--- config.mk ---
export PLATFORM = sky130hd
export DESIGN_NAME = ad7606_avg
export DESIGN_NICKNAME = d
export VERILOG_FILES = /design/src/rtl/ad7606_pkg.sv /design/src/rtl/ad7606_avg_acc.sv /design/src/rtl/ad7606_avg.sv
export SDC_FILE = /design/constraint.sdc
export NUM_CORES = 1
export LEC_CHECK = 0
export ABC_AREA = 1
export BUFFER_PORTS_ARGS = -buffer_cell sky130_fd_sc_hd__buf_2
export CORE_MARGIN = 8
export CORE_UTILIZATION = 40
export DETAILED_ROUTE_END_ITERATION = 12
export SYNTH_ARGS = -nofsm -noshare
export SYNTH_HDL_FRONTEND = slang
export SYNTH_SLANG_ARGS = --single-unit
--- constraint.sdc ---
create_clock -name clk -period 5.2 [get_ports clk]
set_input_delay 0.26 -clock clk [delete_from_list [all_inputs] [get_ports clk]]
set_output_delay 0.26 -clock clk [all_outputs]
set_load 0.02 [all_outputs]
--- src/rtl/ad7606_pkg.sv ---
// ad7606_pkg
// Shared constants and types for the AD7606 averaging path.
//   CH_NUM      : words per conversion frame (channel 0 first)
//   DW          : sample width, two's complement
//   CH_W        : width of a channel index
//   out_state_t : output stream state (IDLE, SEND)
package ad7606_pkg;

  localparam int CH_NUM = 8;
  localparam int DW     = 16;
  localparam int CH_W   = 3;

  typedef enum logic {
    IDLE,
    SEND
  } out_state_t;

endpackage

--- src/rtl/ad7606_avg_acc.sv ---
// ad7606_avg_acc
// One channel's accumulate / shift / clear slice.
// Ports:
//   clk, rst : clock, synchronous active-high reset
//   en       : a word for this channel is accepted this cycle
//   clr      : discard the running sum (framing restart)
//   fin      : this word belongs to the final frame of the block
//   data     : signed input sample
//   avg      : (running sum + data) >>> AVG_LOG2, valid whenever en is high
module ad7606_avg_acc
  import ad7606_pkg::*;
#(
  parameter int AVG_LOG2 = 4
) (
  input  logic                 clk,
  input  logic                 rst,
  input  logic                 en,
  input  logic                 clr,
  input  logic                 fin,
  input  logic signed [DW-1:0] data,
  output logic signed [DW-1:0] avg
);

  // 2^AVG_LOG2 samples of DW bits can never overflow this width.
  localparam int AW = DW + AVG_LOG2;

  logic signed [AW-1:0] acc;
  logic signed [AW-1:0] base;
  logic signed [AW-1:0] sum;

  // A clear on the same cycle as a word means the word starts a fresh sum.
  always_comb begin
    base = clr ? '0 : acc;
    sum  = base + AW'(data);
    avg  = DW'(sum >>> AVG_LOG2);
  end

  // After the final frame the sum is handed to the buffer and restarts at 0.
  always_ff @(posedge clk) begin
    if (rst) begin
      acc <= '0;
    end else if (en) begin
      acc <= fin ? '0 : sum;
    end else if (clr) begin
      acc <= '0;
    end
  end

endmodule

--- src/rtl/ad7606_avg.sv ---
// ad7606_avg
// Per-channel block averager behind the AD7606 capture block. Accumulates
// 2^AVG_LOG2 conversion frames per channel, then streams one averaged word
// per channel over valid/ready.
// Ports:
//   clk, rst   : 50 MHz clock, synchronous active-high reset
//   in_valid   : sample word strobe
//   in_sof     : marks the channel-0 word of a frame
//   in_data    : signed sample
//   out_valid  : averaged word available
//   out_ready  : downstream accepts
//   out_data   : averaged signed sample
//   out_ch     : channel of out_data
//   out_last   : high with the last channel's word
//   ovf        : sticky, a whole result block was dropped
//   sync_err   : sticky, frame framing was violated
module ad7606_avg
  import ad7606_pkg::*;
#(
  parameter int AVG_LOG2 = 4
) (
  input  logic                 clk,
  input  logic                 rst,
  input  logic                 in_valid,
  input  logic                 in_sof,
  input  logic signed [DW-1:0] in_data,
  output logic                 out_valid,
  input  logic                 out_ready,
  output logic signed [DW-1:0] out_data,
  output logic [CH_W-1:0]      out_ch,
  output logic                 out_last,
  output logic                 ovf,
  output logic                 sync_err
);

  // With AVG_LOG2 = 0 every frame is final; keep a 1-bit counter parked at 0.
  localparam int                CNT_W     = (AVG_LOG2 > 0) ? AVG_LOG2 : 1;
  localparam logic [CNT_W-1:0]  LAST_CONV = CNT_W'((1 << AVG_LOG2) - 1);
  localparam logic [CH_W-1:0]   LAST_CH   = CH_W'(CH_NUM - 1);

  logic                 synced;
  logic [CH_W-1:0]      ch_cnt;
  logic [CNT_W-1:0]     conv_cnt;
  logic                 drop_flag;
  logic                 buf_full;
  out_state_t           state;
  logic [CH_W-1:0]      rd_idx;
  logic signed [DW-1:0] avg_buf [CH_NUM];
  logic signed [DW-1:0] avg_w   [CH_NUM];

  logic                 word_ok;
  logic [CH_W-1:0]      word_ch;
  logic                 restart;
  logic                 abort;
  logic                 clr_all;
  logic [CNT_W-1:0]     conv_eff;
  logic                 final_frame;
  logic                 last_hs;
  logic                 drop_now;
  logic                 blk_drop;
  logic                 set_full;
  logic [CH_W-1:0]      rd_nxt;

  // Framing decode. A restart (short frame) lets the sof word begin a new
  // block; an abort (long frame) drops the word and waits for the next sof.
  // The drop decision is taken on the final frame's channel-0 word and then
  // remembered for the rest of that frame.
  always_comb begin
    word_ok = 1'b0;
    word_ch = ch_cnt;
    restart = 1'b0;
    abort   = 1'b0;
    if (in_valid) begin
      if (in_sof) begin
        word_ok = 1'b1;
        word_ch = '0;
        restart = synced && (ch_cnt != LAST_CH);
      end else if (synced) begin
        if (ch_cnt == LAST_CH) begin
          abort = 1'b1;
        end else begin
          word_ok = 1'b1;
          word_ch = ch_cnt + 1'b1;
        end
      end
    end
    clr_all     = restart || abort;
    conv_eff    = clr_all ? '0 : conv_cnt;
    final_frame = (conv_eff == LAST_CONV);
    last_hs     = out_valid && out_ready && out_last;
    drop_now    = buf_full && !last_hs;
    blk_drop    = (word_ch == '0) ? drop_now : drop_flag;
    set_full    = word_ok && final_frame && !blk_drop && (word_ch == LAST_CH);
    rd_nxt      = rd_idx + 1'b1;
  end

  for (genvar i = 0; i < CH_NUM; i++) begin : g_ch
    ad7606_avg_acc #(
      .AVG_LOG2(AVG_LOG2)
    ) u_acc (
      .clk (clk),
      .rst (rst),
      .en  (word_ok && (word_ch == CH_W'(i))),
      .clr (clr_all),
      .fin (final_frame),
      .data(in_data),
      .avg (avg_w[i])
    );
  end

  // Frame/block bookkeeping, result buffer and sticky status flags.
  always_ff @(posedge clk) begin
    if (rst) begin
      synced    <= 1'b0;
      ch_cnt    <= '0;
      conv_cnt  <= '0;
      drop_flag <= 1'b0;
      buf_full  <= 1'b0;
      ovf       <= 1'b0;
      sync_err  <= 1'b0;
      for (int i = 0; i < CH_NUM; i++) begin
        avg_buf[i] <= '0;
      end
    end else begin
      if (clr_all) begin
        conv_cnt <= '0;
        sync_err <= 1'b1;
      end
      if (abort) begin
        synced <= 1'b0;
      end
      if (word_ok) begin
        synced <= 1'b1;
        ch_cnt <= word_ch;
        if (word_ch == LAST_CH) begin
          conv_cnt <= final_frame ? '0 : conv_eff + 1'b1;
        end
        if (final_frame) begin
          if (word_ch == '0) begin
            drop_flag <= drop_now;
            if (drop_now) begin
              ovf <= 1'b1;
            end
          end
          if (!blk_drop) begin
            avg_buf[word_ch] <= avg_w[word_ch];
          end
        end
      end
      if (set_full) begin
        buf_full <= 1'b1;
      end else if (last_hs) begin
        buf_full <= 1'b0;
      end
    end
  end

  // Output stream. SEND is entered on the same edge that fills the buffer so
  // out_valid appears the cycle after the block's last word; channel 0 of the
  // buffer was written earlier in that frame and is already stable.
  always_ff @(posedge clk) begin
    if (rst) begin
      state     <= IDLE;
      rd_idx    <= '0;
      out_valid <= 1'b0;
      out_data  <= '0;
      out_ch    <= '0;
      out_last  <= 1'b0;
    end else begin
      case (state)
        IDLE: begin
          if (set_full) begin
            state     <= SEND;
            rd_idx    <= '0;
            out_valid <= 1'b1;
            out_data  <= avg_buf[0];
            out_ch    <= '0;
            out_last  <= (CH_NUM == 1);
          end
        end
        SEND: begin
          if (out_ready) begin
            if (rd_idx == LAST_CH) begin
              state     <= IDLE;
              out_valid <= 1'b0;
              out_last  <= 1'b0;
            end else begin
              rd_idx   <= rd_nxt;
              out_data <= avg_buf[rd_nxt];
              out_ch   <= rd_nxt;
              out_last <= (rd_nxt == LAST_CH);
            end
          end
        end
        default: state <= IDLE;
      endcase
    end
  end

endmodule

# After elaboration in Yosys (flattened, before gate mapping)
# Memories as Yosys holds them, arrays and structs flattened.
# Cells that the tools add are included.
classes:
  addsub: 11
  n_lt_le_gt_ge: 1
  eq_ne: 16
  muxes: 80
  bitwise: 2
  n_reduce_logical: 27
ops:
  columns: ["operator", "count"]
  rows:
  - ["$mux W20", 24]
  - ["$add A20 B16 Y20", 8]
  - ["$mux W16", 6]
  - ["$bmux W16 S3", 1]
  - ["$mux W1", 32]
  - ["$pmux W16 S2", 1]
  - ["$mux W3", 8]
  - ["$eq A3 B3 Y1 const B", 7]
  - ["$mux W4", 4]
  - ["$reduce_or A16 Y1", 1]
  - ["$logic_and A1 B1 Y1", 15]
  - ["$add A3 B1 Y3 const B", 2]
  - ["$eq A3 B2 Y1 const B", 2]
  - ["$ne A2 B2 Y1 const B", 3]
  - ["$pmux W1 S2", 3]
  - ["$pmux W3 S2", 1]
  - ["$reduce_and A3 Y1", 2]
  - ["$add A4 B1 Y4 const B", 1]
  - ["$eq A4 B4 Y1 const B", 1]
  - ["$ge A4 B4 Y1 const B", 1]
  - ["$not A3 Y4", 1]
  - ["$reduce_and A2 Y1", 2]
  - ["$reduce_and A4 Y1", 1]
  - ["$reduce_bool A2 Y1", 2]
  - ["other kinds (7)", 8]
totals:
  ff_bits: 194
  ramBits: 128
  elab_cells: 158
  memories: 1
mem_list:
  columns: ["name", "words", "word_bits", "rd", "rd_ports_with_merged_regs", "wr", "line", "text"]
  rows:
  - ["avg_buf", 8, 16, 2, 0, 8, "ad7606_avg.sv:48", "logic signed [DW-1:0] avg_buf [CH_NUM];"]

# Logic depth before layout (Yosys ltp)
logic_depth:
  depth_word: 14
  mapped_depth: 25

# Hierarchy
# From an unflattened synthesis, not the netlist that was laid out.
unflattened:
  hier_cells: 3883
  hier_area_um2: 25082.8
modules_own_cells:
  columns: ["module", "n_inst", "cells_per_inst", "area_each_um2"]
  rows:
  - ["ad7606_avg_acc (g_ch[1].u_acc ...)", 7, 367, 2104.5]
  - ["ad7606_avg", 1, 947, 8141.6]
  - ["ad7606_avg_acc (g_ch[0].u_acc)", 1, 367, 2209.6]

# Least setup slack after synthesis
# OpenSTA, ideal clock, no wires.
synth_timing:
  path_type: "register -> register"
  start: "register ch_cnt[0]"
  end: "memory avg_buf[0][2] (data pin)"
  setup_time_ns: 0.270
  arrival_time_ns: 3.523
  t_required_ns: 4.930
  setup_slack_ns: 1.408
  path_stages_with_launch: 21
  n_path_buf: 3
  synth_period_minus_slack_ns: 3.792
  cell_sequence: "dfxtp_1 ha_1 nand2_1 inv_1 nand3_2 nand2_1 buf_2 clkbuf_1 clkbuf_1 nor2_1 ha_1 fa_1 nand2_1 nand3_1 o21ai_0 o21ai_0 xor2_1 nand2_1 nand3_1 o21ai_1 nor2_1"
synth_rtl:
  columns: ["item", "line", "text"]
  rows:
  - ["start: declaration", "ad7606_avg.sv:42", "logic [CH_W-1:0] ch_cnt;"]
  - ["start signal: assignment", "ad7606_avg.sv:134", "ch_cnt <= word_ch;"]
  - ["end: declaration", "ad7606_avg.sv:48", null]

==> metrics <==
Synth Flop Type dfxtp_1; nets 3909; multi-input logic area 14100 µm²; total wire length 82100 µm; area post-placement 25100 µm²; Die Span X 261 µm; clock sinks 322; ys async rst share 0%; Area Overhead vs Synth 10.2%; Max IR drop VDD 0.261 mV; # DRC 0; Final Wtd Congestion 0.977; RSZ-0062 raised after global routing false; clk_lat worst skew 0.59 ns; final worst setup slack approximately 0.74 ns; detailed placer's ending HPWL 58600 µm; drt pass-1 iters 7; Finished Cell Area 26500 µm²; Post-CTS Resized 0; sequential area share after synthesis 32.2%; hold path cells 4; vias roughly 24000; Max Root-Sink Buffers 3; final setup violating endpoints 0; Max Freq between 200 and 250 MHz; FF-to-FF path depth 15; CTS root buf clkbuf_16; YS warnings 0; worst-path maximum fanout 35; TritonCTS clock tree done; Req. time, crit path 5.41 ns; 1st-iter DRT viols between 1500 and 2000; crit path cell chain ha_1 -> nand2_1 -> inv_1 -> nand3_2 -> nand2_4 -> inv_1 -> nand2_1 -> inv_1 -> ha_1 -> nand3_1 -> nor2_1 -> nand2_2 -> nor2_4 -> nand2_2 -> nand2_1; Setup crit end kind register; Buf/Inv on CP 3; drt wl/cell 18.1 µm; first-pass GRT wire length 127000 µm; Crit path arrival time between 4 and 5 ns; Post-CTS Repair Setup Buffers 0; DIE HEIGHT 261 µm; Vias/cell between 5 and 6; critical path class reg -> reg; CTS Hold Bufs 0; worst stage delay on the critical path 0.77 ns; Final Max Slew Viols 0; Die Area 68100 µm²; Synth Cell Area 24000 µm²; Setup crit start kind register; Fin Hold WS 0.0469 ns; Seq cells post-synth between 300 and 400; Clock transition at path regs 0.06 ns; Setup WS pre-CTS between 0.7 and 0.8 ns; ratio of cells with drive above 1 in the final layout 5.30%; Max transition margin 26.4%; htree depth 2; initial antenna violation count 0; number of global-route vias before repair 22100; max-cap violation count 0; Num CTS Buffers 40; total track usage 23.8%; fill count approximately 6400; Post-synth EDFFs between 100 and 150; Top delay family on crit path simple AND/OR/NAND/NOR gates; total I/O pin count 44; Clock Skews 0.0286 ns; pwr dens 250 nW/µm²; synthesized area per cell 6.47 µm²; cell count after synthesis 3712; GRT overflow 0; Hold Crit Class in -> reg; status finished, final reports clean; initial core utilization 40.1%; Worst Max-Slew Pin Slew around 1.1 ns; fin crit period 4.46 ns; post-synth cell types 46; final hold violations 0; register area 7730 µm²; Tcrit/Tclk final 85.7%; num rows 90; Syn Nets 3898; Routed Antenna Nets 0; LEAKAGE 0.0122 µW; pin count of the biggest net entering global routing slightly below 90; setup TNS 0 ns; critical path's slowest cell nand2_1; Levels on crit path 15; Buffers on Ports 43; core area between 50000 and 60000 µm²
-- synth_stat cells, drive strengths merged (30+ instances only) --
cell	instances	share of area, %
a21oi	294	6.1
buf	47	0.95
clkbuf	78	1.2
dfxtp	194	16
edfxtp	128	16
ha	157	8.2
inv	459	7.2
nand2	1025	16
nand3	307	6.6
nand3b	30	0.94
nand4	42	1.1
nor2	611	9.7
o21ai	109	2.3
o22ai	35	0.91
xor2	40	1.5
-- layer usage --
layer / wire length, µm / vias up / share of wire (%) / track usage, %
met5: 0 / - / 0 / 0
met4: 2220 / 0 / 2.7 / 7.53
met3: 6000 / 106 / 7.3 / 3.85
met2: 35900 / 726 / 44 / 37.8
met1: 38000 / 11000 / 46 / 32.8
li1: - / 12100 / - / -
-- cells in the final DEF, fill, tap and decap left out, types with 7 or more instances in the layout --
master	netlist	routed
a221oi_1	16	16
a21oi_1	293	293
buf_2	33	42
nand2_1	1018	1017
buf_4	1	49
o21ai_0	106	106
nand3b_1	30	30
nand2_2	7	7
fa_1	8	8
dfxtp_1	194	193
inv_1	454	453
and2_1	7	7
o22ai_1	35	35
ha_1	157	157
nand4_1	41	41
nor3_1	18	18
xor2_1	40	40
xnor2_1	23	23
nand3_1	300	300
clkbuf_1	78	15
a21o_1	14	14
edfxtp_1	128	128
clkbuf_16	0	40
o21bai_1	20	20
a22oi_1	10	10
nor2_1	602	600
or2_2	11	11
nor2_2	8	10
nor4_1	12	12
-- final timing paths --
path                     from             to  slack, ns
hold / removal      out_ready          state       0.05
setup reg to reg    ch_cnt[0]  avg_buf[3][1]       0.74
hold reg to reg   out_data[7]    out_data[7]       0.47
setup / recovery    ch_cnt[0]  avg_buf[3][1]       0.74
-- state kept, by name, summed over array words and instances, names as in the netlist --
signal,count
avg_buf,128
buf_full,1
ch_cnt,3
conv_cnt,4
drop_flag,1
g_ch.u_acc.acc,160
out_data,16
out_last,1
out_valid,1
ovf,1
rd_idx,3
state,1
sync_err,1
synced,1
-- per-stage QoR --
stage / util, % / power (µW) / instances
floorplan: - / 3380 / 3712
CTS: 44.2 / 6660 / 4536
global route: 44.2 / 6870 / 4536
detailed placement: 41.9 / 3760 / 4463
global placement: 41.9 / 3760 / 4463
finish: 44.2 / 6610 / 4537
-- tightest hold or removal path: cells and delay by family --
kind,cells,cell delay [ns]
buf+inv,1,0.10
compound gates,1,0.04
simple gates,2,0.17
-- report_power, final --
part | switching, µW | total (µW) | internal, µW
sequential | 18.0 | 2700 | 2680
combinational | 759 | 1020 | 260
clock | 1200 | 2890 | 1690
-- cells by family after synthesis --
family / Yosys count / synth area share, %
AOI/OAI and AO/OA: 510 / 11.7
adders and majority gates: 165 / 8.85
buffers and inverters: 586 / 9.38
and+or+nand+nor: 2066 / 35.6
xor gates and xnor gates: 63 / 2.30
DFF: 322 / 32.2
-- area by class of cell --
class | count | area share (%)
diodes | 1 | 0.00945
multi-input cells | 2804 | 53.1
flip-flops and latches | 322 | 29.2
clock buffers | 58 | 4.15
inverters | 461 | 6.54
repair buffers | 94 | 2.38
clock inverters | 15 | 0.941
well taps | 782 | 3.70
Power figures use the tool's default switching activity.
